==> config.mk <==
export PLATFORM = sky130hd
export DESIGN_NAME = ack_pipe_multi
export DESIGN_NICKNAME = d
export VERILOG_FILES = /design/src/rtl/ack_pipe_multi.sv
export SDC_FILE = /design/constraint.sdc
export NUM_CORES = 1
export LEC_CHECK = 0
export BUFFER_PORTS_ARGS = -buffer_cell sky130_fd_sc_hd__clkbuf_2
export CORE_UTILIZATION = 46
export CTS_CLUSTER_DIAMETER = 40
export DETAILED_ROUTE_END_ITERATION = 12
export PLACE_DENSITY_LB_ADDON = 0.08
export SYNTH_ARGS = -nofsm -noshare
export SYNTH_HDL_FRONTEND = slang
export SYNTH_SLANG_ARGS = --single-unit
==> constraint.sdc <==
create_clock -name sys_clk -period 2.9 [get_ports sys_clk]
set_input_delay 0.145 -clock sys_clk [delete_from_list [all_inputs] [get_ports sys_clk]]
set_output_delay 0.145 -clock sys_clk [all_outputs]
set_load 0.005 [all_outputs]
==> src/rtl/ack_pipe_multi.sv <==
// ack_pipe_multi: multi-channel ack pipe routing each shared bus ack to one pending requester
//   sys_clk  : system clock
//   reset    : asynchronous active-high reset
//   latchd   : per-channel request strobes
//   ack      : shared bus acknowledge
//   latch    : one-hot capture strobe (ack & grant, combinational)
//   pending  : per-channel outstanding counts, channel i at [i*CW +: CW]
//   busy     : any channel has outstanding requests
//   overflow : sticky per-channel dropped-request flags
//   ACK_PIPE_FIXED_PRIORITY_EN : lowest-index-first grant instead of round-robin
module ack_pipe_multi #(
  parameter int CHANNELS = 4,
  parameter int DEPTH = 3,
  parameter int CW = $clog2(DEPTH + 1)
) (
  input  logic                   sys_clk,
  input  logic                   reset,
  input  logic [CHANNELS-1:0]    latchd,
  input  logic                   ack,
  output logic [CHANNELS-1:0]    latch,
  output logic [CHANNELS*CW-1:0] pending,
  output logic                   busy,
  output logic [CHANNELS-1:0]    overflow
);
  localparam int PW = CHANNELS > 1 ? $clog2(CHANNELS) : 1;
  logic [CW-1:0] cnt [CHANNELS];
  logic [CHANNELS-1:0] elig, grant;
  logic [PW-1:0] g;
`ifdef ACK_PIPE_FIXED_PRIORITY_EN
  // reverse scan so the lowest eligible index is written last
  always_comb begin
    g = '0;
    for (int i = CHANNELS - 1; i >= 0; i--)
      if (elig[i]) g = PW'(i);
  end
`else
  logic [PW-1:0] p;
  // reverse scan from p so the first eligible channel after p is written last
  always_comb begin
    g = '0;
    for (int k = CHANNELS - 1; k >= 0; k--)
      if (elig[(int'(p) + k) % CHANNELS]) g = PW'((int'(p) + k) % CHANNELS);
  end
  always_ff @(posedge sys_clk or posedge reset)
    if (reset) p <= '0;
    else if (|latch) p <= PW'((int'(g) + 1) % CHANNELS);
`endif
  assign grant = (|elig) ? (CHANNELS'(1) << g) : '0;
  assign latch = ack ? grant : '0;
  assign busy = |elig;
  // a full channel still accepts a request when it is retiring one in the same cycle
  always_ff @(posedge sys_clk or posedge reset)
    if (reset) begin
      for (int i = 0; i < CHANNELS; i++) cnt[i] <= '0;
      overflow <= '0;
    end else begin
      for (int i = 0; i < CHANNELS; i++) begin
        if (latchd[i] && !latch[i] && cnt[i] != CW'(DEPTH)) cnt[i] <= cnt[i] + CW'(1);
        else if (latch[i] && !latchd[i]) cnt[i] <= cnt[i] - CW'(1);
        if (latchd[i] && !latch[i] && cnt[i] == CW'(DEPTH)) overflow[i] <= 1'b1;
      end
    end
  for (genvar i = 0; i < CHANNELS; i++) begin : g_ch
    assign elig[i] = |cnt[i];
    assign pending[i*CW +: CW] = cnt[i];
  end
endmodule

# Yosys cells after proc, flatten, opt, wreduce, memory -nomap -nowiden
# Index checks and enable logic that the tools add are counted.
word_totals:
  output_inout_bits: 17
  n_memories: 0
  ff_bits: 14
  wordCells: 99
  rom_bits: 0
  inputBits: 7
  ramBits: 0
  latchBits: 0
op_classes:
  bitwise: 3
  n_shift: 1
  reduce_logical: 37
  muxes: 25
  multipliers: 0
  n_eq_ne: 8
  addsub: 12
  magnitude_cmp: 4
  div_mod_pow: 0
ops:
  columns: ["operator", "n"]
  rows:
  - ["2-to-1 mux 2 bit", 12]
  - ["logical AND 1 bit", 16]
  - ["OR reduction 2 bit", 7]
  - ["adder 2 x 1 -> 2 bit, second input constant", 6]
  - ["less-than comparator 3 x 4 -> 1 bit, second input constant", 3]
  - ["binary-select mux 1 bit (select 2 bit)", 4]
  - ["equality test 2 bit, second input constant", 4]
  - ["logical NOT 1 bit", 8]
  - ["2-to-1 mux 4 bit", 2]
  - ["!= test 2 bit, second input constant", 4]
  - ["nonzero test 2 bit", 4]
  - ["OR reduction 8 bit", 1]
  - ["subtractor 2 x 1 -> 2 bit, second input constant", 4]
  - ["2-to-1 mux 1 bit", 7]
  - ["adder 2 bit, second input constant", 2]
  - ["OR reduction 4 bit", 1]
  - ["left shift 1 x 2 -> 4 bit, first input constant", 1]
  - ["bitwise AND 1 bit, first input constant", 3]
  - ["less-than comparator 2 x 3 -> 1 bit, second input constant", 1]

# Longest topological paths before layout
# Gate-level depths: netlist of the first run.
depth:
  depth_word: 17
  ltp_mapped: 13
  depth_no_buf: 12

# Worst setup path after synthesis of the first run
# OpenSTA, ideal clock, no wires.
synth_timing:
  path_type: "reg-to-reg"
  from: "register cnt, in the netlist pending[4]"
  to: "register p[1]"
  required_ns: 2.775
  t_arrival_ns: 2.650
  path_buffers: 0
  stages_incl_launch_ff: 9
  synth_period_minus_slack_ns: 2.775
  slack_ns: 0.125
  setup_ns: 0.125
  path_cell_list: "dfrtp_1 -> or2_4 -> and4b_1 -> or4_4 -> mux2_4 -> ha_1 -> o41ai_1 -> a31oi_1 -> mux2_2"
synth_via:
  elab_chain_cells: 12
  elab_cells_between_ends: 22
  cone_classes: "add/sub (1); shift (1); mux (17); reduce/logical (3)"
synth_rtl:
  columns: ["element", "line", "text"]
  rows:
  - ["start, declared", "26", "logic [CW-1:0] cnt [CHANNELS];"]
  - ["start signal, assigned by index", "59", "else if (latch[i] && !latchd[i]) cnt[i] <= cnt[i] - CW'(1);"]
  - ["OR reduction 2 bit", "64", "assign elig[i] = |cnt[i];"]
  - ["binary-select mux 1 bit (select 2 bit)", "42", "if (elig[(int'(p) + k) % CHANNELS]) g = PW'((int'(p) + k) % CHANNELS);"]
  - ["2-to-1 mux 1 bit (implied by the code) (2 in a row)", "42", null]
  - ["2-to-1 mux 2 bit (4 in a row)", "42", null]
  - ["left shift 1 x 2 -> 4 bit", "48", "assign grant = (|elig) ? (CHANNELS'(1) << g) : '0;"]
  - ["2-to-1 mux 4 bit", "48", null]
  - ["2-to-1 mux 4 bit", "49", "assign latch = ack ? grant : '0;"]
  - ["OR reduction 4 bit", "46", "else if (|latch) p <= PW'((int'(g) + 1) % CHANNELS);"]
  - ["end signal, assigned", "46", null]
  - ["end, declared", "37", "logic [PW-1:0] p;"]
# Several ways; a longest one is shown, not always the timed one. The select of a mux whose other input is x is not followed.
# A chain may end at the register's enable or synchronous reset.

# Final worst setup path of the first run
# Ends and elaborated chain as after synthesis.

==> flow_summary.json, run 1 <==
{
  "port_buffers": 23,
  "pwr_density_cell_mw_per_mm2": 696,
  "status": "finished clean",
  "dieWidth_um": 47.3,
  "post-route-period-util": 0.976,
  "drv_cap": 0,
  "critPathTopFamily": "simple AND/OR/NAND/NOR gates",
  "yosysSeqAreaShare": 0.372,
  "grt_overflow": 0,
  "dieArea_mm2": 0.00223,
  "min_path_type": "input port to register",
  "cts_max_path_buffers": 2,
  "synth_top_area_frac": 0.372,
  "hold_viol_final": 0,
  "area_growth_pct": 27.4,
  "start_kind": "register",
  "holdWs_ns": 0.163,
  "cts_buffers": 3,
  "gp_congestion": 0.824,
  "via_count": 885,
  "synth_area_um2": 942,
  "timing.fmax_mhz": 353,
  "dr.pass1.iters": 4,
  "worst_ep_arrival_time_ns": 3.00,
  "avgSynthCellArea_um2": 9.24,
  "synth_fp_nets": 113,
  "drc_errors": 0,
  "worstMarginPinSlew_ns": 0.578,
  "finalMaxSlewViolations": 0,
  "crit_path_end_kind": "register",
  "max_stage_delay_ns": 0.50,
  "via_per_inst": 5.43,
  "irDropWorstVdd_mv": 0.401,
  "rsz0062_at_grt": "yes",
  "dpl.hpwl_um": 1580,
  "design_area_mm2": 0.00120,
  "start_util": 0.485,
  "cts_tree": "built",
  "period_needed_ns": 2.83,
  "drive_above_1_share": 0.390,
  "core_mm2": 0.00194,
  "relSlewSlack": 0.611,
  "antennaDiodeCount": 0,
  "grt_pass1_wl_um": 3120,
  "die_h_um": 47.3,
  "worst-path-buf-inv": 0,
  "fin_nets": 148,
  "htree_num_levels": 1,
  "antenna_found_initial": 0,
  "cp_max_fo": 5,
  "yosys.area.top_type": "dfrtp_1",
  "ios": 24,
  "worst_ep_required_time_ns": 3.07,
  "synth_enable_flop_cells": 0,
  "cts_root_buf": "clkbuf_4",
  "clock-sinks": 14,
  "postRouteWirelength_um": 2090,
  "dp_slack_ns": 0.0245,
  "ys_types": 35,
  "grt_max_degree": 15,
  "placed_area_mm2": 0.00113,
  "grt_pass1_vias": 738,
  "wl_per_cell_um": 12.8,
  "finalSetupTns_ns": 0,
  "crit_chain": "or2_4 > and4b_1 > or4_4 > mux2_4 > ha_1 > o41ai_2 > a31oi_1 > mux2_2",
  "drt_iter0_markers": 11,
  "ant_nets": 0,
  "synthCells": 102,
  "ys_seq_elements": 14,
  "crit_slowest_cell": "or4_4",
  "yosys-top-cells-area": "dfrtp_1, ha_1, a21oi_1",
  "critPathKind": "register to register",
  "gr-usage-all-layers": 0.203,
  "synth_ff_type": "dfrtp_1",
  "setup_viol": 0,
  "clkTransAtPathRegs_ns": 0.09,
  "setup_slack_ns": 0.0702,
  "rows": 16,
  "synth-async-reset-ratio": 1.00,
  "p_leak_nw": 0.581,
  "ys_warn_count": 0,
  "clkLatencyLatePin_ns": 0.28,
  "finalClockSkew_ns": 0.00293,
  "utilization": 0.618
}
==> cells in the mapped netlist (all sizes together), types with 2 or more instances <==
cell type,instances
or4,4
buf,2
and3,3
or2,4
a41o,4
nand3,2
o211ai,5
inv,10
o21ai,8
dfrtp,14
ha,4
mux2,2
a21oi,8
nor2,8
mux2i,3
nand2,8
==> power breakdown <==
group | total (W) | switching (W) | internal [W]
Clock | 0.000144 | 0.0000672 | 0.0000763
Combinational | 0.000383 | 0.000193 | 0.000190
Sequential | 0.000308 | 0.0000705 | 0.000238
Total | 0.000835 | 0.000331 | 0.000504
==> layout make-up <==
cell class	instances	area, um^2
multi-input combinational	76	554
clock buffer	4	36.3
sequential	14	353
timing repair buffer	32	185
fill	174	742
inverter	10	37.5
tap	27	33.8
==> cell usage in the layout, fill, tap and decap left out, types with 2 or more instances in the layout <==
master,netlist,routed
clkbuf_2,0,23
mux2i_1,3,3
a41o_1,3,3
a21oi_1,8,8
dfrtp_2,0,2
o211ai_2,3,3
inv_1,9,9
o21ai_0,8,8
ha_1,4,3
and3_1,3,3
nand3_1,2,2
or2_2,3,3
or4_4,3,3
o211ai_1,2,2
dfrtp_1,14,12
nand2_1,8,8
nor2_1,8,8
buf_4,0,8
clkbuf_4,0,3
==> registers in the layout, indices dropped and copies added (netlist names) <==
| signal | cells |
|---|---|
| pending | 8 |
| overflow | 4 |
| p | 2 |
==> metal layers <==
layer  global-route usage  routed length, um
met1                0.269                990
met2                0.315                995
met3               0.0462                 65
met4               0.0857                 36
met5                    0                  0
==> per-stage QoR <==
step	instances	total power, W
after floorplan	102	0.000537
after global placement	156	0.000655
after detailed placement	156	0.000667
after CTS	161	0.000813
after global routing	163	0.000900
final	163	0.000835
==> worst register-to-register path: cells and delay by family, from the launching register on <==
family          cells  cell delay, ns
mux                 2            0.66
simple gates        3            0.96
flops               1            0.42
fa+ha+maj           1            0.24
compound gates      2            0.44
==> kinds of logic (layout without fill, tap and decap cells) <==
| logic type | after synthesis | count (layout) | synth area share |
|---|---|---|---|
| buf+inv | 12 | 46 | 0.0505 |
| mux | 5 | 5 | 0.0598 |
| flops | 14 | 14 | 0.372 |
| xor+xnor | 1 | 1 | 0.00930 |
| compound gates | 31 | 31 | 0.235 |
| simple gates | 35 | 35 | 0.220 |
| fa+ha+maj | 4 | 4 | 0.0531 |
==> what timing repair did <==
action | in CTS | in global routing
hold endpoints to repair | 14 | 0
buffers inserted | 0 | 2
setup endpoints to repair | 0 | 5
hold buffers | 1 | 0
gates resized for setup | 0 | 4
==> worst paths after layout <==
kind,startpoint,to,slack [ns],depth (start not counted)
max in group asynchronous,reset,p[0],2.06,3
worst min register to register,overflow[3],overflow[3],0.47,1
worst max-delay path,pending[4],p[1],0.07,8
worst min-delay path,latchd[3],overflow[3],0.16,2
min in group asynchronous,reset,overflow[2],0.44,3
worst max register to register,pending[4],p[1],0.07,8
No activity file was read; power rests on OpenSTA's default activity.
==> run 2, diff against run 1 <==
--- a/config.mk
+++ b/config.mk
@@ -6,7 +6,8 @@
 export NUM_CORES = 1
 export LEC_CHECK = 0
 export BUFFER_PORTS_ARGS = -buffer_cell sky130_fd_sc_hd__clkbuf_2
-export CORE_UTILIZATION = 46
+export CORE_UTILIZATION = 49
+export CTS_BUF_LIST = sky130_fd_sc_hd__clkbuf_2 sky130_fd_sc_hd__clkbuf_4 sky130_fd_sc_hd__clkbuf_8
 export CTS_CLUSTER_DIAMETER = 40
 export DETAILED_ROUTE_END_ITERATION = 12
 export PLACE_DENSITY_LB_ADDON = 0.08
==> flow_summary.json, run 2 (synthesis gave the netlist of run 1 again) <==
{
  "rows": 15,
  "cts_buffers": 3,
  "pwr_density_cell_mw_per_mm2": 667,
  "min_path_type": "input port to register",
  "htree_num_levels": 1,
  "grt_overflow": 0,
  "rsz0062_at_grt": "yes",
  "relSlewSlack": 0.547,
  "min_path_cells": 2,
  "postRouteWirelength_um": 2150,
  "reg2reg_slack_ns": 0.001,
  "crit_path_end_kind": "register",
  "dieArea_mm2": 0.00210,
  "cts_root_buf": "clkbuf_4",
  "area_growth_pct": 29.2,
  "cp_max_fo": 4,
  "gr-usage-all-layers": 0.236,
  "cts_tree": "built",
  "irDropWorstVdd_mv": 0.400,
  "hold_viol_final": 0,
  "crit_slowest_cell": "or4_4",
  "largest_register_ffs": 8,
  "wl_per_cell_um": 13.1,
  "worstMarginPinSlew_ns": 0.673,
  "drv_cap": 0,
  "dp_cells": 159,
  "stdcell_count": 164,
  "worst_ep_arrival_time_ns": 3.07,
  "finalClockSkew_ns": 0.00377,
  "clock-sinks": 14,
  "max_stage_delay_ns": 0.51,
  "setup_viol": 0,
  "antenna_found_initial": 0,
  "critPathKind": "register to register",
  "die_h_um": 45.9,
  "via_count": 898,
  "ios": 24,
  "period_needed_ns": 2.90,
  "start_util": 0.534,
  "reg2regPathDepth": 8,
  "grt_pass1_vias": 801,
  "dieWidth_um": 45.9,
  "worst_ep_required_time_ns": 3.07,
  "ant_nets": 0,
  "cts_max_path_buffers": 2,
  "clkLatencyLatePin_ns": 0.28,
  "antennaDiodeCount": 0,
  "crit_chain": "or2_4 > and4b_1 > or4_4 > mux2_4 > ha_1 > o41ai_2 > a31oi_2 > mux2_2",
  "power.total_w": 0.000813,
  "clkTransAtPathRegs_ns": 0.08,
  "p_leak_nw": 0.594,
  "dr.pass1.iters": 4,
  "drc_errors": 0,
  "fin_nets": 152,
  "mostFrequentLayoutCell": "clkbuf_2",
  "via_per_inst": 5.48,
  "finalSetupTns_ns": 0,
  "worst-path-stages": 8,
  "core_mm2": 0.00176,
  "port_buffers": 23,
  "timing.fmax_mhz": 345,
  "status": "finished clean",
  "grt_pass1_wl_um": 3480,
  "layout_common_cells": "clkbuf_2, dfrtp_1, buf_4",
  "worst-path-buf-inv": 0,
  "finalMaxSlewViolations": 0,
  "critPathTopFamily": "simple AND/OR/NAND/NOR gates",
  "grt_max_degree": 15,
  "drive_above_1_share": 0.396,
  "start_kind": "register",
  "gp_congestion": 0.789,
  "post-route-period-util": 1.00,
  "dpl.hpwl_um": 1640,
  "drt_iter0_markers": 16
}
run 2: cell count changes in the layout (fill, tap and decap cells not counted):
cell / change
clkbuf_8: -1
a31oi_1: -1
a31oi_2: +1
dfrtp_2: -2
dfrtp_1: +2
buf_4: +4
run 2: worst reg2reg max path, cell delays in order (launching register included):
cell and delay (ns):
dfrtp_1 0.42, or2_4 0.28, and4b_1 0.20, or4_4 0.51
mux2_4 0.34, ha_1 0.24, o41ai_2 0.40, a31oi_2 0.09
mux2_2 0.32
run 2: stage by stage:
stage / area [um^2] / utilization / worst slack (ns) / hold WS [ns]
floorplan: 942 / - / 0.125 / 0.0342
global placement: 1160 / 0.658 / 0.102 / 0.199
detailed placement: 1160 / 0.658 / 0.0598 / 0.205
CTS: 1190 / 0.677 / 0.0402 / 0.169
global route: 1220 / 0.690 / -0.0877 / 0.173
finish: 1220 / 0.690 / 0.00133 / 0.170
run 2: final timing paths:
kind	startpoint	to
max	pending[4]	p[1]
min	latchd[3]	overflow[3]
max reg2reg	pending[4]	p[1]
min reg2reg	overflow[1]	overflow[1]
max in group asynchronous	reset	pending[7]
min in group asynchronous	reset	overflow[1]
run 2: area by class of cell:
| type | count | area (um^2) |
|---|---|---|
| Sequential cell | 14 | 350 |
| Tap cell | 25 | 31.3 |
| Multi-Input combinational cell | 76 | 561 |
| Fill cell | 174 | 547 |
| Clock buffer | 3 | 22.5 |
| Timing Repair Buffer | 36 | 215 |
| Inverter | 10 | 37.5 |
run 2: metal layers:
layer  global-route usage  vias to the layer above  wire length [um]
met2                0.397                       17              1100
li1                     -                      456                 -
met5                    0                        -                 0
met3               0.0357                        4                57
met4                0.106                        0                42
met1                0.295                      421               954
run 2: what timing repair did:
| item | in CTS | in global routing |
|---|---|---|
| endpoints found under the setup margin | 0 | 5 |
| hold buffers | 1 | 0 |
| gates resized for setup | 0 | 3 |
| endpoints found under the hold margin | 14 | 0 |
| setup buffers | 0 | 1 |
run 2: where the power goes:
part | internal, W | switching [W]
Clock | 0.0000482 | 0.0000625
Sequential | 0.000236 | 0.0000520
Combinational | 0.000199 | 0.000214
